===== config.mk =====
export PLATFORM = sky130hd
export DESIGN_NAME = multicycle_control
export DESIGN_NICKNAME = d
export VERILOG_FILES = /design/src/rtl/multicycle_control_pkg.sv /design/src/rtl/multicycle_control_alu_op_decode.sv /design/src/rtl/multicycle_control.sv
export SDC_FILE = /design/constraint.sdc
export NUM_CORES = 1
export LEC_CHECK = 0
export ABC_CLOCK_PERIOD_IN_PS = 3000
export CELL_PAD_IN_SITES_DETAIL_PLACEMENT = 1
export CELL_PAD_IN_SITES_GLOBAL_PLACEMENT = 1
export CORE_ASPECT_RATIO = 0.8
export CORE_MARGIN = 2
export CORE_UTILIZATION = 28
export CTS_CLUSTER_DIAMETER = 40
export DETAILED_ROUTE_END_ITERATION = 16
export GPL_TIMING_DRIVEN = 0
export PLACE_DENSITY = 0.85
export SYNTH_ARGS = -nofsm -noshare
export SYNTH_HDL_FRONTEND = slang
export SYNTH_SLANG_ARGS = --single-unit
export TNS_END_PERCENT = 50

===== constraint.sdc =====
create_clock -name CLK -period 3 [get_ports CLK]
set_clock_uncertainty 0.15 [all_clocks]
set_input_delay 0.6 -clock CLK [delete_from_list [all_inputs] [get_ports CLK]]
set_output_delay 0.6 -clock CLK [all_outputs]
set_load 0.02 [all_outputs]

===== src/rtl/multicycle_control_pkg.sv =====
// Shared definitions for the multi-cycle control FSM: state codes, opcodes,
// ALU operation codes and datapath mux encodings.
package multicycle_control_pkg;

    localparam int OPW  = 4;
    localparam int ST_W = 4;

    typedef enum logic [ST_W-1:0] {
        S_RST    = 4'h0,
        S_FETCH  = 4'h1,
        S_DECODE = 4'h2,
        S_EXEC   = 4'h3,
        S_R_WB   = 4'h4,
        S_MEM_RD = 4'h5,
        S_MEM_WB = 4'h6,
        S_MEM_WR = 4'h7,
        S_BRANCH = 4'h8,
        S_JUMP   = 4'h9,
        S_HALT   = 4'hF
    } state_t;

    localparam logic [OPW-1:0] OP_ADD  = 4'h0;
    localparam logic [OPW-1:0] OP_SUB  = 4'h1;
    localparam logic [OPW-1:0] OP_AND  = 4'h2;
    localparam logic [OPW-1:0] OP_OR   = 4'h3;
    localparam logic [OPW-1:0] OP_SLT  = 4'h4;
    localparam logic [OPW-1:0] OP_INC  = 4'h5;
    localparam logic [OPW-1:0] OP_LW   = 4'h6;
    localparam logic [OPW-1:0] OP_SW   = 4'h7;
    localparam logic [OPW-1:0] OP_BEQ  = 4'h8;
    localparam logic [OPW-1:0] OP_BNE  = 4'h9;
    localparam logic [OPW-1:0] OP_J    = 4'hA;
    localparam logic [OPW-1:0] OP_HALT = 4'hF;

    localparam logic [3:0] ALU_AND = 4'd0;
    localparam logic [3:0] ALU_OR  = 4'd1;
    localparam logic [3:0] ALU_ADD = 4'd2;
    localparam logic [3:0] ALU_SUB = 4'd6;
    localparam logic [3:0] ALU_SLT = 4'd7;

    // mux4 feeding the ALU's first operand
    localparam logic [1:0] SRCA_A   = 2'd0;
    localparam logic [1:0] SRCA_B   = 2'd1;
    localparam logic [1:0] SRCA_C   = 2'd2;
    localparam logic [1:0] SRCA_ONE = 2'd3;

    // mux3 feeding the ALU's second operand
    localparam logic [1:0] SRCB_A   = 2'd0;
    localparam logic [1:0] SRCB_ONE = 2'd1;
    localparam logic [1:0] SRCB_C   = 2'd2;

    localparam logic [1:0] PC_INC = 2'd0;
    localparam logic [1:0] PC_BR  = 2'd1;
    localparam logic [1:0] PC_JMP = 2'd2;

    // Opcodes 0-5 all go through EXEC / R_WB.
    function automatic logic is_alu_op(input logic [OPW-1:0] op);
        return op <= OP_INC;
    endfunction

    function automatic logic is_legal(input logic [OPW-1:0] op);
        return (op <= OP_J) || (op == OP_HALT);
    endfunction

endpackage


===== src/rtl/multicycle_control_alu_op_decode.sv =====
// Combinational opcode -> ALU control decode used while in EXEC and R_WB.
module alu_op_decode
    import multicycle_control_pkg::*;
(
    input  logic [OPW-1:0] opcode,
    output logic [3:0]     aluct1,
    output logic           flip,
    output logic [1:0]     alusrcb
);

    always_comb begin
        // NOTE: every output gets a default first so no path can infer a latch.
        aluct1  = ALU_AND;
        flip    = 1'b0;
        alusrcb = SRCB_A;
        case (opcode)
            OP_ADD: begin aluct1 = ALU_ADD; alusrcb = SRCB_C;   end
            OP_SUB: begin aluct1 = ALU_SUB; alusrcb = SRCB_C;   end
            OP_AND: begin aluct1 = ALU_AND; alusrcb = SRCB_C;   end
            OP_OR:  begin aluct1 = ALU_OR;  alusrcb = SRCB_C;   end
            // slt swaps the operands so the ALU computes C < A
            OP_SLT: begin aluct1 = ALU_SLT; alusrcb = SRCB_C; flip = 1'b1; end
            OP_INC: begin aluct1 = ALU_ADD; alusrcb = SRCB_ONE; end
            default: ;
        endcase
    end

endmodule


===== src/rtl/multicycle_control.sv =====
// Multi-cycle control FSM for the 16-bit RegFile / reg16 / mux / alu datapath:
// fetch, decode, execute, memory and writeback sequencing.
module multicycle_control
    import multicycle_control_pkg::*;
(
    input  logic            CLK,
    input  logic            RESET_N,
    input  logic [OPW-1:0]  Opcode,
    input  logic            Zero,
    input  logic            MemReady,
    output logic            Write,
    output logic            RegWrite,
    output logic            WBSrc,
    output logic [1:0]      ALUsrcA,
    output logic [1:0]      ALUsrcB,
    output logic [3:0]      ALUct1,
    output logic            Flip,
    output logic            MemRead,
    output logic            MemWrite,
    output logic            IRWrite,
    output logic            PCWrite,
    output logic [1:0]      PCSrc,
    output logic            Halted,
    output logic            Illegal,
    output logic [ST_W-1:0] StateDbg
);

    state_t     state, state_nxt;
    logic       illegal_q;
    logic       illegal_set;
    logic [3:0] dec_aluct1;
    logic       dec_flip;
    logic [1:0] dec_alusrcb;

    alu_op_decode u_alu_op_decode (
        .opcode  (Opcode),
        .aluct1  (dec_aluct1),
        .flip    (dec_flip),
        .alusrcb (dec_alusrcb)
    );

    assign illegal_set = (state == S_DECODE) && !is_legal(Opcode);

    always_ff @(posedge CLK or negedge RESET_N) begin
        if (!RESET_N) begin
            state     <= S_RST;
            illegal_q <= 1'b0;
        end else begin
            // NOTE: registers use non-blocking assignments so every flop samples pre-edge values.
            state     <= state_nxt;
            illegal_q <= illegal_q | illegal_set;
        end
    end

    always_comb begin
        state_nxt = state;
        Write     = 1'b0;
        RegWrite  = 1'b0;
        WBSrc     = 1'b0;
        ALUsrcA   = SRCA_A;
        ALUsrcB   = SRCB_A;
        ALUct1    = ALU_AND;
        Flip      = 1'b0;
        MemRead   = 1'b0;
        MemWrite  = 1'b0;
        IRWrite   = 1'b0;
        PCWrite   = 1'b0;
        PCSrc     = PC_INC;
        Halted    = 1'b0;

        case (state)
            S_RST: state_nxt = S_FETCH;

            S_FETCH: begin
                MemRead = 1'b1;
                if (MemReady) begin
                    IRWrite   = 1'b1;
                    PCWrite   = 1'b1;
                    PCSrc     = PC_INC;
                    state_nxt = S_DECODE;
                end
            end

            S_DECODE: begin
                Write = 1'b1;
                if (is_alu_op(Opcode)) begin
                    state_nxt = S_EXEC;
                end else begin
                    case (Opcode)
                        OP_LW:   state_nxt = S_MEM_RD;
                        OP_SW:   state_nxt = S_MEM_WR;
                        OP_BEQ,
                        OP_BNE:  state_nxt = S_BRANCH;
                        OP_J:    state_nxt = S_JUMP;
                        OP_HALT: state_nxt = S_HALT;
                        default: state_nxt = S_FETCH;
                    endcase
                end
            end

            S_EXEC: begin
                ALUsrcA   = SRCA_A;
                ALUsrcB   = dec_alusrcb;
                ALUct1    = dec_aluct1;
                Flip      = dec_flip;
                state_nxt = S_R_WB;
            end

            // ALU selects stay as in EXEC so ALUOut is still valid at writeback
            S_R_WB: begin
                ALUsrcA   = SRCA_A;
                ALUsrcB   = dec_alusrcb;
                ALUct1    = dec_aluct1;
                Flip      = dec_flip;
                RegWrite  = 1'b1;
                WBSrc     = 1'b0;
                state_nxt = S_FETCH;
            end

            S_MEM_RD: begin
                MemRead = 1'b1;
                if (MemReady) state_nxt = S_MEM_WB;
            end

            S_MEM_WB: begin
                RegWrite  = 1'b1;
                WBSrc     = 1'b1;
                state_nxt = S_FETCH;
            end

            S_MEM_WR: begin
                MemWrite = 1'b1;
                if (MemReady) state_nxt = S_FETCH;
            end

            S_BRANCH: begin
                ALUsrcA   = SRCA_A;
                ALUsrcB   = SRCB_C;
                ALUct1    = ALU_SUB;
                Flip      = 1'b0;
                PCSrc     = PC_BR;
                PCWrite   = (Opcode == OP_BNE) ? !Zero : Zero;
                state_nxt = S_FETCH;
            end

            S_JUMP: begin
                PCWrite   = 1'b1;
                PCSrc     = PC_JMP;
                state_nxt = S_FETCH;
            end

            S_HALT: Halted = 1'b1;

            default: state_nxt = S_RST;
        endcase
    end

    assign Illegal  = illegal_q;
    assign StateDbg = state;

endmodule


# --- After elaboration in Yosys (flattened, before gate mapping) ---
# Index checks and enable logic that the tools add are counted.
word_totals:
  out_inout_bits: 24
  in_bits: 8
  register_bits: 5
classes:
  mux: 23
  magnitude_cmp: 2
  reduce_logical: 14
  n_eq_ne: 24
  bitwise_logic: 2
ops:
  columns: ["op", "n"]
  rows:
  - ["4-bit by 3-bit equality test with 1-bit output, second input constant", 8]
  - ["4-bit equality test, second input constant", 7]
  - ["4-bit one-hot mux with 7 select lines", 1]
  - ["4-bit one-hot mux with 5 select lines", 1]
  - ["4-bit by 2-bit equality test with 1-bit output, second input constant", 4]
  - ["4-bit 2-to-1 mux", 4]
  - ["2-bit one-hot mux with 2 select lines", 3]
  - ["3-bit one-hot mux with 4 select lines", 1]
  - ["1-bit 2-to-1 mux", 11]
  - ["2-bit OR reduction", 5]
  - ["5-bit OR reduction", 2]
  - ["4-bit by 1-bit equality test with 1-bit output, second input constant", 2]
  - ["4-bit logical NOT", 2]
  - ["4-bit one-hot mux with 2 select lines", 1]
  - ["2-bit != test, second input constant", 3]
  - ["4-bit by 3-bit <= comparator with 1-bit output, second input constant", 1]
  - ["4-bit <= comparator, second input constant", 1]
  - ["4-bit AND reduction", 1]
  - ["1-bit one-hot mux with 3 select lines", 1]
  - ["1-bit logical NOT", 2]
  - ["1-bit logical AND", 1]
  - ["1-bit logical OR", 1]
  - ["1-bit NOT", 1]
  - ["1-bit bitwise OR", 1]

# --- Logic depth before layout (Yosys ltp) ---
depth:
  word_depth: 5
  mapped_depth: 4
  ltp_nobuf: 3

# --- Hierarchy ---
# From an unflattened synthesis, not the netlist that was laid out.
hier_totals:
  hier_cells: 81
  hier_area_um2: 658.1
by_module_without_submodules:
  columns: ["module", "cells_per_inst", "n_inst", "area_each_um2", "seq_area_each_um2"]
  rows:
  - ["multicycle_control", 70, 1, 575.6, 125.1]
  - ["alu_op_decode", 11, 1, 82.6, 0.0]

# --- Worst setup path before layout ---
# No wires, ideal clock.
synth_timing:
  path_kind: "flip-flop to output port"
  from: "register state[3] (netlist: StateDbg[3])"
  to: "output port IRWrite"
  t_required_ns: 2.250
  path_stages_with_launch: 4
  path_buffers: 1
  arrival_time_ns: 1.410
  path_slack_ns: 0.840
  path_cell_list: "dfrtp_1 > buf_2 > nor3b_2 > and3b_1"
synth_between:
  elab_chain_cells: 2
synth_lines:
  columns: ["element", "line", "rtl"]
  rows:
  - ["start, declared", "multicycle_control.sv:28", "state_t state, state_nxt;"]
  - ["start signal, assigned", "multicycle_control.sv:50", "state <= state_nxt;"]
  - ["4-bit by 1-bit equality test with 1-bit output", "multicycle_control.sv:71", "case (state)"]
  - ["1-bit 2-to-1 mux", "multicycle_control.sv:71", null]
  - ["end, declared", "multicycle_control.sv:20", "output logic IRWrite,"]
# No other way between the ends.

# --- Final worst setup path ---
layout_timing:
  from: "input port Opcode[2]"
  to: "output port PCWrite"
layout_between:
  elab_chain_cells: 3
layout_lines:
  columns: ["element", "line", "rtl"]
  rows:
  - ["start, declared", "multicycle_control.sv:8", "input logic [OPW-1:0] Opcode,"]
  - ["4-bit equality test", "multicycle_control.sv:142", "PCWrite = (Opcode == OP_BNE) ? !Zero : Zero;"]
  - ["1-bit 2-to-1 mux", "multicycle_control.sv:142", null]
  - ["1-bit one-hot mux with 3 select lines", "multicycle_control.sv:71", null]
  - ["end, declared", "multicycle_control.sv:21", "output logic PCWrite,"]
# No other way between the ends.

==> summary.md <==
| Metric | Value |
|---|---|
| Initial antenna violation count | 0 |
| Status | finished, final reports clean |
| Die H | 45.73 um |
| Most frequent CP cell | clkdlybuf4s50_1 |
| NumNets Final | 115 |
| CP Class | in2out |
| Avg Inst Size Synth | 8.234 um^2 |
| Setup TNS | 0 ns |
| Post-synth EDFFs | 0 |
| Worst Setup End Kind | output pin |
| Core box area | 0.002102 mm^2 |
| Routed Antenna Nets | 0 |
| Global-route congestion overflow total | 0 |
| Final instance area | roughly 930 um^2 |
| WL/cell | 12.31 um |
| Seq/Total Area, Yosys | 0.2053 |
| CP Launch Point | Opcode[2] |
| Pins Over Slew Limit | 0 |
| Post-synthesis async set-or-reset flop share | 1.000 |
| Placed insts | 127 |
| FMAX | 344.1 MHz |
| Hold Path Stages | 1 |
| Die ar. | 0.002568 mm^2 |
| Placed inst area | 908.4 um^2 |
| Critical Path End | PCWrite |
| Slowest Stage Delay on Critical Path | 0.59 ns |
| GRT met3 Usage | 0.01705 |
| Sw Share | 0.4478 |
| Final Setup Violations | 0 |
| Port bufs | 26 |
| Pleak | 0.4161 nW |
| Post-route non-filler standard cell count | 131 |
| Global Route met1 Usage | 0.1821 |
| Commonest non-fill, non-tap cell in the layout | clkdlybuf4s50_1 |
| Global Route met2 Usage | 0.2165 |
| YS warnings | 0 |
| CTS Hold Bufs | 0 |
| Clock Latency Late Sink | 0.23 ns |
| # rows | 15 |
| Clock-pin slew on the worst setup and hold paths | roughly 0.04 ns |
| Clock Sinks | 5 |
| Vias in the first global route | 603 |
| Logic pwr share | 0.692 |
| Clock Tree Buf Depth | 2 |
| CTS Buf Count | 3 |
| #FFs+latches synth | 5 |
| CTS-repair resized insts | 2 |
| Number of max-cap violations | 0 |
| P_int | 0.0003846 W |
| H-tree levels | 1 |
| All-layer global routing usage | 0.1316 |
| Mapped Area | 609.3 um^2 |
| Iteration-0 DRC Markers | 5 |
| Top FF cell, synth | dfrtp_1 |
| Setup Fix Bufs, Post-CTS | 0 |
| Power share of the clock group | 0.107 |
| Worst Slack Setup Final | 0.09424 ns |
| GPL Wtd Cong | 0.7743 |
| Period utilization | 0.9686 |
| Gate Count Post-Synth | 74 |
| Largest net degree at the start of global routing | 11 |
| Post-DP HPWL | 1.277 mm |
| Critical Path AT | about 2.2 ns |
| PwrDens | 747.1 mW/mm^2 |
| Most frequent cells in the layout | clkdlybuf4s50_1 (24), o21ai_1 (6), nand2_1 (6) |
| Die X | 56.16 um |
| Worst setup SP type | input port |
| Reg2reg end | StateDbg[0]$_DFFE_PN0P_ |
| Vias/cell | 5.000 |
| Min-delay worst type | reg2reg |
| Routed Wire Length | 1.613 mm |
| Remaining DRCs | 0 |
| WP data required | 2.25 ns |
| Layout cells sized above 1 | 0.2170 |
| FF-to-FF Start | StateDbg[1]$_DFFE_PN0P_ |
| CP Max Fanout | 2 |
| FF-to-FF path depth | 4 |
| Post-Place Worst Slack | -0.1104 ns |
| Detailed Routing Iterations Pass 1 | 4 |
| CTS tree | yes |
| Register share of total power | 0.201 |
| Crit-path slowest cell | clkdlybuf4s50_1 |
| R2R setup slack | 1.64 ns |
| Cell variety after synth | 37 |
| Final Hold Viols | 0 |
| # IOs | 32 |
| RSZ-0062 raised after global routing | no |
| Hold_ws | 0.3440 ns |
| Top Usage Layer GRT | met2 |
| Min cycle time layout | 2.906 ns |
| Clock Tree Root | clkbuf_4 |
| Area grow syn2layout | 52.98% |
| Worst vdd ir | about 0.39 mV |
| Via Count | 655 |
| Starting density of the core | 0.2899 |
| Critical path, cell by cell | clkdlybuf4s50_1 > and4bb_1 > xor2_1 > o21a_1 > clkdlybuf4s50_1 |
| First-pass GRT wire length | about 2.7 mm |
| Ant diodes | 0 |
| Switching pwr | 0.0003118 W |
==> power groups by stage <==
stage / clock [W] / combinational, W / sequential, W
after global placement: 0 / 0.000480 / 0.000140
final: 0.0000748 / 0.000482 / 0.000140
after CTS: 0.0000807 / 0.000486 / 0.000142
after floorplan: 0 / 0.000276 / 0.000164
after global routing: 0.0000877 / 0.000520 / 0.000148
after detailed placement: 0 / 0.000486 / 0.000142
==> metal layers <==
layer	vias up	share of wire
met3	0	0.037
met4	0	0
li1	321	-
met1	318	0.50
met5	-	0
met2	16	0.46
==> area by class of cell <==
class	instances	area, um^2
Sequential cell	5	125.1
Multi-Input combinational cell	59	415.4
Tap cell	25	31.28
Fill cell	266	1170
Inverter	2	7.507
Buffer	10	68.82
Clock buffer	4	26.28
Timing Repair Buffer	26	257.7
==> per-stage QoR <==
stage / total power [W] / util
6_report: 0.0006964 / 0.4435
5_1_grt: 0.0007557 / 0.4435
4_1_cts: 0.0007085 / 0.4435
3_5_place_dp: 0.0006279 / 0.4321
3_3_place_gp: 0.0006209 / 0.4321
2_1_floorplan: 0.0004401 / -
==> worst max-delay path: cells and delay by family <==
kind,cells,cell delay (ns)
and+or+nand+nor,1,0.28
AOI/OAI and AO/OA,1,0.12
buffers and inverters,2,1.00
xor gates and xnor gates,1,0.15
==> Yosys cell counts, types with 2 or more instances <==
master    count  area (um^2)
and3_1        4        25.02
and3b_1       2        17.52
o21a_1        2        15.01
buf_4         5        37.54
a21oi_1       3        15.01
nor3b_2       2        25.02
and2b_1       2        15.01
dfrtp_1       5        125.1
nand2_1       6        22.52
inv_2         2        7.510
o21ai_1       6        30.03
nor2_1        4        15.01
xor2_1        2        17.52
buf_2         4        20.02
o22a_1        2        17.52
nand2b_1      2        12.51
==> logic make-up after synthesis <==
logic type,after synthesis,share of synthesized area
xor+xnor,3,0.04313
flops,5,0.2053
compound gates,19,0.2115
other cells,1,0.006154
mux,1,0.01643
simple gates,33,0.3922
buf+inv,12,0.1253
==> worst min path at each step <==
| stage | slack, ns | startpoint | end |
|---|---|---|---|
| floorplan | 0.15 | RESET_N | Illegal$_DFF_PN0_ |
| global placement | 0.31 | Illegal$_DFF_PN0_ | Illegal$_DFF_PN0_ |
| detailed placement | 0.34 | Illegal$_DFF_PN0_ | Illegal$_DFF_PN0_ |
| CTS | 0.36 | Illegal$_DFF_PN0_ | Illegal$_DFF_PN0_ |
| global route | 0.36 | Illegal$_DFF_PN0_ | Illegal$_DFF_PN0_ |
| finish | 0.34 | Illegal$_DFF_PN0_ | Illegal$_DFF_PN0_ |
==> registers in the layout (all words and copies together), names as in the netlist <==
| signal | flops |
|---|---|
| Illegal | 1 |
| StateDbg | 4 |
Power figures use the tool's default switching activity.
==> edit 1: new RTL, same settings <==
Set the package constant `OPW` to 8 (it was 4).
--- a/src/rtl/multicycle_control_pkg.sv
+++ b/src/rtl/multicycle_control_pkg.sv
@@ -4,3 +4,3 @@
 
-    localparam int OPW  = 4;
+    localparam int OPW  = 8;
     localparam int ST_W = 4;
Interface: changed (resized Opcode); port bits go from 32 to 36. No check against the original RTL was run, so the function may have changed too.
==> edit 1 against the unedited design <==
Cell count rose by 15%; non-clock buffer count increased by 6; total power fell by 20%; cell area increased by 10%; setup slack got worse by 0.031 ns; largest power group unchanged; highest routed layer is now met4; global-route usage is 3.3 points higher; hold slack worse by 0.0080 ns; area after synthesis grew 5.5%; wire length is 35% higher; sequential cell count is the same; synthesized cell count up 18%; first-iteration DRC count grew 120%.
==> edit 1: results (changes against the unedited design) <==
<table>
<tr><th>Metric</th><th>Value</th></tr>
<tr><th colspan="2">Cells and area</th></tr>
<tr><td>Non-clock buffer contribution to total cell area</td><td>35.5% (+0.45 points)</td></tr>
<tr><td>Clock buffers and inverters, area share</td><td>2.56% (-0.26 points)</td></tr>
<tr><td>Final sequential cell count</td><td>5 (unchanged)</td></tr>
<tr><td>Post-route cell area</td><td>1030 sq um (+10%)</td></tr>
<tr><td>Share of the core filled with cells in the final layout</td><td>47.5% (+3.2 points)</td></tr>
<tr><td>Buffer count excluding the clock tree in the final layout</td><td>42 (+17%)</td></tr>
<tr><td>Multi-input gate area in the final layout</td><td>457 sq um (+9.9%)</td></tr>
<tr><td>Fraction of final layout cells sized beyond drive strength 1</td><td>19.2% (-2.5 points)</td></tr>
<tr><th colspan="2">GRT</th></tr>
<tr><td>Total global-route track usage</td><td>16.4% (+3.3 points)</td></tr>
<tr><td>Fraction of met1 tracks used by global routing</td><td>22.5% (+4.3 points)</td></tr>
<tr><td>GR Layer Usage met3</td><td>3.03% (+1.3 points)</td></tr>
<tr><td>Global-route wire length before repair</td><td>3360 um (+26%)</td></tr>
<tr><th colspan="2">Synthesis</th></tr>
<tr><td>Top cell types by occurrence after synthesis</td><td>nand2_1, nor2_1, inv_1</td></tr>
<tr><td>Most area-consuming cells after synthesis</td><td>dfrtp_1, o211ai_1, nand2_1, nor2_1, o21ai_0</td></tr>
<tr><th colspan="2">Place</th></tr>
<tr><td>Worst setup slack before clock tree synthesis</td><td>-0.418 ns (-0.307 ns)</td></tr>
<tr><td># port buffers</td><td>29 (+12%)</td></tr>
<tr><td>Gpl congestion</td><td>0.832 (+7.5%)</td></tr>
<tr><th colspan="2">Setup path</th></tr>
<tr><td>Critical path peak fanout</td><td>3 (+1)</td></tr>
<tr><td>R2r setup slk</td><td>1.42 ns (-0.22 ns)</td></tr>
<tr><th colspan="2">Routing</th></tr>
<tr><td>Length of routed met2 wiring</td><td>1060 um (+43%)</td></tr>
<tr><td>Wire length per cell after detailed routing</td><td>14.6 um (+18%)</td></tr>
<tr><td>Met3 routed WL</td><td>111 um (+88%)</td></tr>
<tr><th colspan="2">Timing</th></tr>
<tr><td>Final Cycle Share</td><td>97.9% (+1.0 points)</td></tr>
<tr><th colspan="2">CTS</th></tr>
<tr><td>Clock Latency Late Sink</td><td>0.25 ns (+0.02 ns)</td></tr>
<tr><th colspan="2">Status</th></tr>
<tr><td>Status</td><td>completed</td></tr>
<tr><th colspan="2">Pwr</th></tr>
<tr><td>P_comb</td><td>0.369 mW (-23%)</td></tr>
<tr><td>Sw Share</td><td>46.1% (+1.3 points)</td></tr>
</table>
edit 1: cell types whose count changed after synthesis, sizes merged, moves of 3 or more:
| cell | before | now |
|---|---|---|
| and3 | 4 | 1 |
| buf | 10 | 7 |
| clkbuf | 0 | 3 |
| inv | 2 | 6 |
| nand2 | 6 | 9 |
| nor2 | 5 | 9 |
| o211ai | 0 | 5 |
edit 1: worst register-to-register path: stages (launching register included):
cell,delay (ns)
dfrtp_1,0.46
buf_2,0.27
nand2b_1,0.19
mux2i_1,0.26
o22ai_1,0.12
edit 1: logic make-up (layout without fill, tap and decap cells):
family / count (synthesis) / after routing / synth area share, %
DFF: 5 / 5 / 19.5
and+or+nand+nor: 42 / 42 / 41.8
xor gates and xnor gates: 2 / 2 / 2.72
AOI/OAI and AO/OA: 20 / 20 / 21.0
muxes: 1 / 1 / 1.56
other: 1 / 3 / 0.583
buffers and inverters: 16 / 52 / 12.8
==> edit 2: new RTL, config.mk and constraints unchanged <==
Made on the original files. Make the reset (`RESET_N`) synchronous in one clocked block.
--- a/src/rtl/multicycle_control.sv
+++ b/src/rtl/multicycle_control.sv
@@ -43,3 +43,3 @@
 
-    always_ff @(posedge CLK or negedge RESET_N) begin
+    always_ff @(posedge CLK) begin
         if (!RESET_N) begin
Function: differs if RESET_N is asserted again (counterexample within 4 cycles, from zero or initial values and one cycle with RESET_N low); with RESET_N held inactive, the same outputs for 10 cycles.
==> edit 2 against the unedited design <==
Setup slack better by 0.030 ns; area after synthesis down 5.7%; utilization up 2.9 points; sequential cell count unchanged; cell area down 3.2%; synthesized cell count up 12%; fmax up 1.1%; critical path type unchanged; via count up 5.2%; wire length up 16%.
Power is not compared: it rests on default switching activity, and its combinational part moved more than twofold at a synthesized area within 25%.
==> edit 2: results (changes against the unedited design) <==
<table>
<tr><th>Metric</th><th>Value</th></tr>
<tr><th colspan="2">Synthesis</th></tr>
<tr><td>Share of synthesized area occupied by flip-flops and latches</td><td>17.4% (-3.1 points)</td></tr>
<tr><td>Share of synthesized area spent on multiplexers</td><td>0% (-1.6 points)</td></tr>
<tr><td>Xor/xnor cell area share of the yosys netlist</td><td>6.10% (+1.8 points)</td></tr>
<tr><td>Most area-consuming cells after synthesis</td><td>dfxtp_1, nand2_1, nor2_1, buf_4, xnor2_1</td></tr>
<tr><td>Distinct cell type count after synthesis</td><td>33 (-11%)</td></tr>
<tr><td>Async S/R FF share, synth</td><td>0% (-100 points)</td></tr>
<tr><td>Adder-cell area share of the yosys netlist</td><td>0% (unchanged)</td></tr>
<tr><th colspan="2">Cells and area</th></tr>
<tr><td>Count of filler cells inserted in the layout</td><td>247 (-7.1%)</td></tr>
<tr><td>Fraction of final layout cells sized beyond drive strength 1</td><td>13.9% (-7.8 points)</td></tr>
<tr><td>Number of nets in the finished design</td><td>124 (+7.8%)</td></tr>
<tr><th colspan="2">Routing</th></tr>
<tr><td>Detailed-route via count</td><td>689 (+5.2%)</td></tr>
<tr><td>Wire length per cell after detailed routing</td><td>13.4 um (+8.9%)</td></tr>
<tr><td>Number of design-rule violations left by the first detailed-router iteration</td><td>12 (+7)</td></tr>
<tr><th colspan="2">GRT</th></tr>
<tr><td>Fraction of met1 tracks used by global routing</td><td>23.1% (+4.9 points)</td></tr>
<tr><td>Total global-route track usage</td><td>16.3% (+3.2 points)</td></tr>
<tr><td>Global-route wire length before repair</td><td>2890 um (+8.3%)</td></tr>
<tr><td>GR Layer Usage met3</td><td>3.38% (+1.7 points)</td></tr>
<tr><td>Number of global-route vias before repair</td><td>620 (+2.8%)</td></tr>
<tr><td>Global Route met2 Usage</td><td>24.8% (+3.1 points)</td></tr>
<tr><td>Largest net degree at the start of global routing</td><td>11 (unchanged)</td></tr>
<tr><th colspan="2">Place</th></tr>
<tr><td>Sum of net half-perimeters after detailed placement</td><td>1510 um (+18%)</td></tr>
<tr><td>Placement-stage cell area</td><td>872 sq um (-4.0%)</td></tr>
<tr><td>Worst setup slack before clock tree synthesis</td><td>-0.496 ns (-0.386 ns)</td></tr>
<tr><td>Gpl congestion</td><td>0.777 (+0.39%)</td></tr>
<tr><th colspan="2">Status</th></tr>
<tr><td>Status</td><td>completed</td></tr>
<tr><th colspan="2">Setup path</th></tr>
<tr><td>R2r setup slk</td><td>1.43 ns (-0.21 ns)</td></tr>
<tr><td>Critical path peak fanout</td><td>6 (+4)</td></tr>
<tr><th colspan="2">CTS</th></tr>
<tr><td>Number of cells upsized or downsized after cts</td><td>8 (+6)</td></tr>
</table>
edit 2: changes by cell type after synthesis, moves of 3 or more:
cell | before | now
nand2_1 | 6 | 12
nor2_1 | 4 | 10
dfrtp_1 | 5 | 0
dfxtp_1 | 0 | 5
o21ai_1 | 6 | 2
inv_1 | 0 | 3
o21ai_0 | 0 | 3
o22ai_1 | 0 | 3
edit 2: worst register-to-register path, stage by stage (launching register included):
cell	delay, ns
dfxtp_1	0.30
buf_2	0.18
nand2b_1	0.21
or3_1	0.40
nand3_1	0.10
o22ai_1	0.09
edit 2: kinds of logic after synthesis:
family,Yosys count
other cells,1
buf+inv,12
simple gates,43
xor+xnor,4
compound gates,18
flops,5
edit 2: area by class of cell:
class / instances / area share (%)
buffer: 9 / 6.80
clock buffer: 4 / 2.91
inverter: 3 / 1.25
multi-input combinational: 68 / 46.0
sequential: 5 / 11.1
tap: 24 / 3.33
timing repair buffer: 26 / 28.6
edit 2: worst paths after layout:
path	startpoint	to	cells past startpoint
setup / recovery	Opcode[3]	ALUsrcB[0]	6
hold / removal	Illegal	Illegal	2
setup reg to reg	StateDbg[3]	StateDbg[2]	5
hold reg to reg	Illegal	Illegal	2
edit 2: power by group through the flow:
stage / Clock (mW) / Sequential (mW) / Combinational [mW]
floorplan: 0 / 0.0886 / 0.109
global placement: 0 / 0.0809 / 0.186
detailed placement: 0 / 0.0813 / 0.190
CTS: 0.0824 / 0.0801 / 0.189
global route: 0.0864 / 0.0809 / 0.203
finish: 0.0784 / 0.0800 / 0.190
edit 2: per-stage QoR:
stage	instances	hold WS, ns	util, %	TNS (ns)
after global routing	139	0.407	47.2	0
after floorplan	85	0.450	-	0
after CTS	139	0.363	47.2	0
after global placement	135	0.331	45.7	-0.687
after detailed placement	135	0.338	45.7	-0.905
final	139	0.353	47.2	0
edit 2: layer usage:
layer,vias to the layer above,share of wire [%]
met5,-,0
met4,0,0
met3,0,5.3
met2,18,48
met1,329,47
li1,342,-
